===== src/rtl/seven_seg_pkg.sv =====
// Shared constants for the seven-segment scan decoder: active-low segment
// patterns (bit6=a .. bit0=g) and the frame assembly FSM states.
package seven_seg_pkg;

  localparam logic [6:0] SEG_0     = 7'b0000001;
  localparam logic [6:0] SEG_1     = 7'b1001111;
  localparam logic [6:0] SEG_2     = 7'b0010010;
  localparam logic [6:0] SEG_3     = 7'b0000110;
  localparam logic [6:0] SEG_4     = 7'b1001100;
  localparam logic [6:0] SEG_5     = 7'b0100100;
  localparam logic [6:0] SEG_6     = 7'b0100000;
  localparam logic [6:0] SEG_7     = 7'b0001111;
  localparam logic [6:0] SEG_8     = 7'b0000000;
  localparam logic [6:0] SEG_9     = 7'b0000100;
  localparam logic [6:0] SEG_A     = 7'b0001000;
  localparam logic [6:0] SEG_B     = 7'b1100000;
  localparam logic [6:0] SEG_C     = 7'b0110001;
  localparam logic [6:0] SEG_D     = 7'b1000010;
  localparam logic [6:0] SEG_E     = 7'b0110000;
  localparam logic [6:0] SEG_F     = 7'b0111000;
  localparam logic [6:0] SEG_BLANK = 7'b1111111;

  typedef enum logic [1:0] {
    StSync,
    StCollect,
    StEmit
  } state_e;

endpackage


===== src/rtl/seven_seg_to_hex.sv =====
// Combinational decode of one active-low segment pattern into a hex nibble,
// flagging the all-off pattern as blank and anything unknown as an error.
module seven_seg_to_hex
  import seven_seg_pkg::*;
(
  input  logic [6:0] pattern,
  output logic [3:0] nibble,
  output logic       blank,
  output logic       err
);

  always_comb begin
    nibble = 4'h0;
    blank  = 1'b0;
    err    = 1'b0;
    unique case (pattern)
      SEG_0:     nibble = 4'h0;
      SEG_1:     nibble = 4'h1;
      SEG_2:     nibble = 4'h2;
      SEG_3:     nibble = 4'h3;
      SEG_4:     nibble = 4'h4;
      SEG_5:     nibble = 4'h5;
      SEG_6:     nibble = 4'h6;
      SEG_7:     nibble = 4'h7;
      SEG_8:     nibble = 4'h8;
      SEG_9:     nibble = 4'h9;
      SEG_A:     nibble = 4'hA;
      SEG_B:     nibble = 4'hB;
      SEG_C:     nibble = 4'hC;
      SEG_D:     nibble = 4'hD;
      SEG_E:     nibble = 4'hE;
      SEG_F:     nibble = 4'hF;
      SEG_BLANK: blank  = 1'b1;
      default:   err    = 1'b1;
    endcase
  end

endmodule


===== src/rtl/seven_seg_scan_decoder.sv =====
// Recovers a multi-digit hex value from a multiplexed seven-segment display
// bus: debounces each strobe, assembles digits in scan order, publishes frames.
module seven_seg_scan_decoder
  import seven_seg_pkg::*;
#(
  parameter int unsigned NUM_DIGITS    = 4,
  parameter int unsigned STABLE_CYCLES = 4
) (
  input  logic                    clk,
  input  logic                    rst,
  input  logic [NUM_DIGITS-1:0]   an,
  input  logic [6:0]              seven_seg,
  output logic [4*NUM_DIGITS-1:0] value,
  output logic [NUM_DIGITS-1:0]   digit_err,
  output logic [NUM_DIGITS-1:0]   digit_blank,
  output logic                    frame_valid,
  output logic                    frame_err
);

  localparam int unsigned CntW  = $clog2(STABLE_CYCLES + 1);
  localparam int unsigned IdxW  = (NUM_DIGITS > 1) ? $clog2(NUM_DIGITS) : 1;
  localparam int unsigned SampW = NUM_DIGITS + 7;

  localparam logic [CntW-1:0] CntMax  = CntW'(STABLE_CYCLES);
  localparam logic [IdxW-1:0] LastIdx = IdxW'(NUM_DIGITS - 1);

  logic [SampW-1:0]      samp_d, samp_q;
  logic [CntW-1:0]       cnt_q;
  logic                  captured_q;
  logic [NUM_DIGITS-1:0] strobe;
  logic                  strobe_ok;
  logic [IdxW-1:0]       cap_idx;
  logic                  capture;
  logic [3:0]            cap_nib;
  logic                  cap_blank;
  logic                  cap_err;

  state_e                  state_q;
  logic [IdxW-1:0]         exp_q;
  logic                    store;
  logic                    publish;
  logic [4*NUM_DIGITS-1:0] stage_val_d, stage_val_q;
  logic [NUM_DIGITS-1:0]   stage_err_d, stage_err_q;
  logic [NUM_DIGITS-1:0]   stage_blank_d, stage_blank_q;
  logic [4*NUM_DIGITS-1:0] value_q;
  logic [NUM_DIGITS-1:0]   digit_err_q, digit_blank_q;
  logic                    frame_valid_q, frame_err_q;

  assign samp_d = {an, seven_seg};

  // A strobe counts only when exactly one an bit is low.
  assign strobe    = ~samp_q[SampW-1:7];
  assign strobe_ok = (strobe != '0) && ((strobe & (strobe - NUM_DIGITS'(1))) == '0);

  always_comb begin
    cap_idx = '0;
    for (int i = 0; i < NUM_DIGITS; i++) begin
      if (strobe[i]) cap_idx = IdxW'(i);
    end
  end

  assign capture = (cnt_q == CntMax) && strobe_ok && !captured_q;

  seven_seg_to_hex u_dec (
    .pattern (samp_q[6:0]),
    .nibble  (cap_nib),
    .blank   (cap_blank),
    .err     (cap_err)
  );

  always_ff @(posedge clk or posedge rst) begin
    if (rst) begin
      samp_q     <= '1;
      cnt_q      <= '0;
      captured_q <= 1'b0;
    end else begin
      samp_q <= samp_d;
      if (samp_d != samp_q) begin
        cnt_q      <= CntW'(1);
        captured_q <= 1'b0;
      end else begin
        if (cnt_q != CntMax) cnt_q <= cnt_q + CntW'(1);
        if (capture) captured_q <= 1'b1;
      end
    end
  end

  always_comb begin
    unique case (state_q)
      StSync:    store = capture && (cap_idx == '0);
      StCollect: store = capture && (cap_idx == exp_q);
      default:   store = 1'b0;
    endcase
    publish = store && (cap_idx == LastIdx);

    stage_val_d   = stage_val_q;
    stage_err_d   = stage_err_q;
    stage_blank_d = stage_blank_q;
    if (store) begin
      stage_val_d[{cap_idx, 2'b00} +: 4] = cap_nib;
      stage_err_d[cap_idx]               = cap_err;
      stage_blank_d[cap_idx]             = cap_blank;
    end
  end

  // Outputs load on the edge entering EMIT, with the last digit merged in,
  // so value and frame_valid change in the same cycle.
  always_ff @(posedge clk or posedge rst) begin
    if (rst) begin
      state_q       <= StSync;
      exp_q         <= '0;
      stage_val_q   <= '0;
      stage_err_q   <= '0;
      stage_blank_q <= '0;
      value_q       <= '0;
      digit_err_q   <= '0;
      digit_blank_q <= '0;
      frame_valid_q <= 1'b0;
      frame_err_q   <= 1'b0;
    end else begin
      frame_valid_q <= 1'b0;
      frame_err_q   <= 1'b0;
      stage_val_q   <= stage_val_d;
      stage_err_q   <= stage_err_d;
      stage_blank_q <= stage_blank_d;
      if (publish) begin
        value_q       <= stage_val_d;
        digit_err_q   <= stage_err_d;
        digit_blank_q <= stage_blank_d;
        frame_valid_q <= 1'b1;
      end
      unique case (state_q)
        StSync: begin
          if (store) begin
            exp_q   <= cap_idx + IdxW'(1);
            state_q <= publish ? StEmit : StCollect;
          end
        end
        StCollect: begin
          if (store) begin
            exp_q <= exp_q + IdxW'(1);
            if (publish) state_q <= StEmit;
          end else if (capture) begin
            state_q     <= StSync;
            exp_q       <= '0;
            frame_err_q <= 1'b1;
          end
        end
        StEmit: begin
          state_q <= StSync;
          exp_q   <= '0;
        end
        default: begin
          state_q <= StSync;
          exp_q   <= '0;
        end
      endcase
    end
  end

  assign value       = value_q;
  assign digit_err   = digit_err_q;
  assign digit_blank = digit_blank_q;
  assign frame_valid = frame_valid_q;
  assign frame_err   = frame_err_q;

endmodule


===== config.mk =====
export PLATFORM = sky130hd
export DESIGN_NAME = seven_seg_scan_decoder
export DESIGN_NICKNAME = d
export VERILOG_FILES = /design/src/rtl/seven_seg_pkg.sv /design/src/rtl/seven_seg_to_hex.sv /design/src/rtl/seven_seg_scan_decoder.sv
export SDC_FILE = /design/constraint.sdc
export NUM_CORES = 1
export LEC_CHECK = 0
export ABC_AREA = 1
export BUFFER_PORTS_ARGS = -buffer_cell sky130_fd_sc_hd__buf_2
export CAP_MARGIN = 10
export CORE_MARGIN = 5
export CORE_UTILIZATION = 45
export CTS_CLUSTER_DIAMETER = 40
export DETAILED_ROUTE_END_ITERATION = 8
export PLACE_DENSITY = 0.74
export SETUP_SLACK_MARGIN = 0.02
export SKIP_CTS_REPAIR_TIMING = 1
export SLEW_MARGIN = 0
export SYNTH_ARGS = -nofsm -noshare
export SYNTH_HDL_FRONTEND = slang
export SYNTH_HIERARCHICAL = 1
export SYNTH_SLANG_ARGS = --single-unit

===== constraint.sdc =====
create_clock -name clk -period 2.3 [get_ports clk]
set_clock_uncertainty 0.1 [all_clocks]
set_input_delay 0.575 -clock clk [delete_from_list [all_inputs] [get_ports clk]]
set_output_delay 0.575 -clock clk [all_outputs]
set_load 0.05 [all_outputs]

==> results of run 1 <==
==> critical path, stage by stage, from the launching register on <==
cell     delay (ns)
dfstp_2        0.58
inv_1          0.10
nand2_2        0.10
nor2_1         0.08
nand2_1        0.09
nand3_2        0.10
nor2_2         0.13
nand2_1        0.07
nor2_2         0.12
inv_1          0.08
o21ai_0        0.18
nand3_1        0.10
nand2_1        0.11
nand2_1        0.06
nand2_1        0.05
==> kinds of logic (layout without fill, tap and decap cells) <==
family          count (synthesis)  after routing
xor+xnor                       11             11
compound gates                 19             19
simple gates                  282            283
flops                          63             63
fa+ha+maj                       2              2
buf+inv                        54            108
==> cells in the mapped netlist, drive strengths merged <==
| cell | count |
|---|---|
| a21oi | 5 |
| buf | 12 |
| clkbuf | 1 |
| clkinv | 1 |
| dfrtp | 52 |
| dfstp | 11 |
| ha | 2 |
| inv | 40 |
| nand2 | 202 |
| nand3 | 38 |
| nand4 | 8 |
| nor2 | 27 |
| nor3 | 5 |
| nor4 | 1 |
| o21ai | 14 |
| or2 | 1 |
| xnor2 | 2 |
| xor2 | 9 |
==> sequential cells by signal, summed over array words and instances (netlist names) <==
register / flops
cnt_q: 3
stage_blank_q: 3
stage_val_q: 12
stage_err_q: 3
value: 16
frame_valid: 1
captured_q: 1
samp_q: 11
digit_blank: 4
exp_q: 2
frame_err: 1
state_q: 2
digit_err: 4
==> final cells by class <==
cell class                      instances  area, µm²
Clock buffer                           13        139
Clock inverter                          3       67.6
Fill cell                             690       3360
Sequential cell                        63       1590
Timing Repair Buffer                   51        300
Multi-Input combinational cell        315       1480
Inverter                               41        156
Tap cell                               99        124
==> worst min-delay path by stage <==
stage / slack, ns / depth (start not counted) / start / to
after floorplan: 0.36 / 2 / stage_blank_q[0] / stage_blank_q[0]
after global placement: 0.36 / 2 / value[4] / value[4]
after detailed placement: 0.36 / 2 / digit_blank[0] / digit_blank[0]
after CTS: 0.14 / 2 / rst / cnt_q[1]
after global routing: 0.18 / 2 / rst / cnt_q[0]
final: 0.14 / 2 / rst / cnt_q[1]
==> metal layers <==
layer / wire length, µm / share of wire / track usage
met1: 3270 / 0.44 / 0.228
met2: 3690 / 0.50 / 0.286
met3: 304 / 0.041 / 0.0235
met4: 188 / 0.025 / 0.0983
met5: 0 / 0 / 0
==> through the flow <==
| stage | cells | utilization | cell area, µm² | hold WS [ns] | setup WS (ns) |
|---|---|---|---|---|---|
| after floorplan | 431 | - | 3320 | 0.362 | 0.0735 |
| after global placement | 563 | 0.499 | 3600 | 0.361 | 0.205 |
| after detailed placement | 563 | 0.499 | 3600 | 0.360 | 0.156 |
| after CTS | 579 | 0.527 | 3800 | 0.144 | 0.138 |
| after global routing | 585 | 0.535 | 3860 | 0.177 | 0.0464 |
| final | 585 | 0.535 | 3860 | 0.138 | 0.196 |
==> power breakdown <==
| part | switching [mW] | internal, mW | leakage [nW] | total, mW |
|---|---|---|---|---|
| sequential | 0.0220 | 1.13 | 0.837 | 1.15 |
| combinational | 0.0946 | 0.0481 | 1.25 | 0.143 |
| clock | 0.420 | 0.613 | 0.0978 | 1.03 |
==> impl_metrics.csv, run 1 <==
group,metric,value,unit
logic_synthesis,synth.cell_area,0.00332,mm²
clock_tree,cts_max_level,3,
place,dpl.hpwl,5160,µm
logic_synthesis,synthXorXnorAreaFrac,0.0290,
finish,final_cell_mix,"nand2_1 (193), dfrtp_1 (52), buf_2 (38), nand3_1 (33), inv_1 (30)",
logic_synthesis,synth_fa_ha_area_frac,0.00754,
power_and_ir_drop,p_total,2.32,mW
logic_synthesis,synth_compound_area_frac,0.0287,
logic_synthesis,netlist_instances,431,
clock_tree,insertion_delay,0.34,ns
critical_path,crit_path_start_kind,"flop",
logic_synthesis,synthMuxAreaShare,0,
finish,area_growth,16.3,%
job,max_cap_violations,0,
clock_tree,cts.path.max_buffers,2,
logic_synthesis,synth.area.top_cells,"dfrtp_1 (39%), nand2_1 (22%), dfstp_2 (8.7%), nand3_1 (5.0%), inv_1 (3.5%)",
critical_path,r2r_slack,0.20,ns
critical_path,critPathKind,"flop to flop",
drt,drc_errors,0,
sta,setup_viol,0,
floorplanning,num_rows,31,
floorplanning,die_h,95.9,µm
sta,final.min_clock_period,2.10,ns
drt,drt-initial-drc-count,145,
floorplanning,die_area,0.00919,mm²
sta,fmax,0.475,GHz
critical_path,cp.required,2.48,ns
power_and_ir_drop,leakage,2.19,nW
finish,final_nets,496,
logic_synthesis,synth_area_per_cell,7.70,µm²
logic_synthesis,synth_seq_cells,63,
sta,fin_setup_tns,0,ns
critical_path,crit_fanout,5,
logic_synthesis,yosysTopAreaCellShare,0.392,
clock_tree,root_buffer,"clkbuf_8",
drt,via_per_inst,4.97,
sta,final_hold_viol_count,0,
critical_path,worstReg2RegEnd,"digit_err[2]",
floorplanning,core,0.00721,mm²
global_route,grt_max_degree,27,
finish,diodes,0,
logic_synthesis,yosys.area_share.simple,0.376,
logic_synthesis,synth_top_family_by_area,"simple AND/OR/NAND/NOR gates",
sta,drv_slew,0,
sta,tightest_slew,0.446,ns
sta,period_share,0.915,
critical_path,arrival,2.28,ns
global_route,grt_pass1_vias,2830,
logic_synthesis,synth-seq-area-share,0.479,
clock_tree,clk_pin_slew,0.07,ns
global_route,grt_overflow,0,
critical_path,critPathLaunch,"samp_q[1]",
sta,relSlewSlack,0.700,
global_route,antenna_found_initial,0,
place,portBuffers,38,
finish,final_common_cell,"nand2_1",
logic_synthesis,yosysUniqueCellTypes,29,
power_and_ir_drop,peakVddDrop,0.369,mV
clock_tree,clock_sinks,63,
logic_synthesis,yosys_warnings,6,
critical_path,reg2regPathDepth,14,
drt,postRouteAntennaNets,0,
drt,num_vias,2909,
floorplanning,io_pins,39,
drt,drt_wl_total,7450,µm
floorplanning,die_w,95.9,µm
critical_path,timing.rr.start,"samp_q[1]",
critical_path,setup.worst_path.end,"digit_err[2]",
sta,rsz0062_at_grt,"false",
power_and_ir_drop,p_per_area,602,mW/mm²
clock_tree,cts_tree,"built",
place,gp_congestion,0.899,
logic_synthesis,yosysTopAreaCell,"dfrtp_1",
hold_path,hp-class,"input port to async pin",
clock_tree,cts-buffers-inserted,9,
global_route,track_usage,0.177,
global_route,grt_pass1_wl,12700,µm
finish,drive_gt1_frac,0.230,
floorplanning,floorplan.initialDensity,0.460,
run_status,status,"completed",
critical_path,endpoint_kind,"flop",
logic_synthesis,syn_nets,446,
drt,drt_pass1_iterations,4,
drt,wl_per_cell,12.7,µm
(Power assumes the default switching activity.)
==> run 2: changes to the inputs <==
- CORE_MARGIN: 5 -> not set
==> run 2 against run 1 <==
Net effect:
- global-route usage increased by 3.2 points
- via count decreased by 3.7%
- final area decreased by 1.2%
- non-clock buffer count decreased by 5
- fmax increased by 2.2%
- combinational power decreased by 3%
- first-iteration DRC count decreased by 9.0%
- largest power group unchanged
==> impl_metrics.csv, run 2 (synthesized netlist as in run 1, its figures left out) <==
group,metric,value,unit
critical_path,critPathKind,"flop to flop",
critical_path,worstReg2RegEnd,"digit_err[0]",
global_route,track_usage,0.209,
power_and_ir_drop,leakage,2.16,nW
power_and_ir_drop,p_per_area,582,mW/mm²
global_route,grt_pass1_vias,2746,
critical_path,timing.rr.start,"samp_q[1]",
sta,final_hold_viol_count,0,
global_route,grt_max_degree,64,
drt,drc_errors,0,
critical_path,r2r_slack,0.24,ns
place,dpl.hpwl,4890,µm
finish,utilization,0.549,
sta,setup_viol,0,
clock_tree,insertion_delay,0.34,ns
hold_path,hp-class,"input port to async pin",
finish,final_nets,491,
finish,diodes,0,
critical_path,crit_fanout,5,
global_route,grt_pass1_wl,12400,µm
drt,wl_per_cell,12.6,µm
clock_tree,clock_sinks,63,
floorplanning,die_h,87.9,µm
place,portBuffers,38,
critical_path,reg2regPathDepth,14,
place,dp_slack,0.142,ns
global_route,antenna_found_initial,0,
critical_path,cp_top_family,"simple AND/OR/NAND/NOR gates",
sta,final.min_clock_period,2.06,ns
sta,holdWs,0.177,ns
floorplanning,die_area,0.00772,mm²
floorplanning,floorplan.initialDensity,0.478,
run_status,status,"completed",
sta,fin_setup_tns,0,ns
finish,final_cell_mix,"nand2_1 (193), dfrtp_1 (52), buf_2 (38), nand3_1 (33), inv_1 (30)",
sta,tightest_slew,0.422,ns
critical_path,path_buf_inv,2,
drt,num_vias,2800,
clock_tree,clk_pin_slew,0.07,ns
clock_tree,cts_tree,"built",
place,dpl_cell_area,0.00359,mm²
place,place_inst,559,
finish,largest_register_ffs,16,
clock_tree,root_buffer,"clkbuf_8",
critical_path,crit_slowest_cell,"dfstp_2",
drt,drt_pass1_iterations,4,
floorplanning,io_pins,39,
clock_tree,cts_max_level,3,
critical_path,crit_path_start_kind,"flop",
clock_tree,cts.path.max_buffers,2,
sta,rsz0062_at_grt,"false",
drt,drt_wl_total,7250,µm
finish,final_common_cell,"nand2_1",
sta,relSlewSlack,0.715,
critical_path,slowest_delay,0.57,ns
finish,area_growth,14.9,%
job,max_cap_violations,0,
finish,drive_gt1_frac,0.231,
place,gp_congestion,0.876,
finish,layout.cells.non_filler,577,
critical_path,cp.required,2.48,ns
critical_path,cp_common_cell,"nand2_1",
power_and_ir_drop,p_total,2.22,mW
critical_path,arrival,2.24,ns
global_route,grt_overflow,0,
drt,drt-initial-drc-count,132,
sta,drv_slew,0,
clock_tree,cts-buffers-inserted,9,
floorplanning,core,0.00694,mm²
drt,via_per_inst,4.85,
power_and_ir_drop,peakVddDrop,0.344,mV
critical_path,path_cells,"inv_1, nand2_2, nor2_1, nand2_1, nand3_2, nor2_2, nand2_1, nor2_2, inv_1, o21ai_0, nand3_1, nand2_1, nand2_1, nand2_1",
sta,fmax,0.485,GHz
finish,final_cell_area,0.00381,mm²
sta,period_share,0.896,
floorplanning,num_rows,30,
critical_path,endpoint_kind,"flop",
sta,fin_ws,0.240,ns
floorplanning,die_w,87.9,µm
drt,postRouteAntennaNets,0,
-- run 2: cell count changes in the layout (fill, tap and decap cells not counted), sizes merged --
cell	delta
buf	-5
clkinv	+4
clkbuf	-3
bufinv	-1
-- run 2: cell type report --
class                      count  area [µm²]
clock buffer                  10         128
fill                         657        3130
inverter                      41         156
sequential                    63        1590
timing repair buffer          46         263
multi-input combinational    315        1490
tap                           96         120
clock inverter                 6        61.3
-- run 2: metal layers --
metal | part of all wire | global-route usage | up-vias
li1 | - | - | 1431
met1 | 0.46 | 0.265 | 1300
met2 | 0.48 | 0.352 | 59
met3 | 0.042 | 0.0415 | 10
met4 | 0.014 | 0.0790 | 0
met5 | 0 | 0 | -
-- run 2: how the worst max path moves through the flow --
stage / start / endpoint / slack, ns / cells past startpoint
5_1_grt: samp_q[4] / value[7] / 0.03 / 12
4_1_cts: cnt_q[0] / digit_blank[3] / 0.12 / 13
6_report: samp_q[1] / digit_err[0] / 0.24 / 14
2_1_floorplan: rst / captured_q / 0.07 / 1
3_3_place_gp: cnt_q[0] / value[13] / 0.22 / 13
3_5_place_dp: cnt_q[0] / value[1] / 0.14 / 13
-- run 2: where the power goes --
group          switching [mW]  total [mW]  internal [mW]
combinational          0.0928       0.138         0.0457
clock                   0.434       0.930          0.496
sequential             0.0226        1.15           1.13
total                   0.549        2.22           1.67
-- run 2: worst min-delay path: stages --
cell,delay (ns)
buf_2,0.10
inv_2,0.06
buf_12,0.28
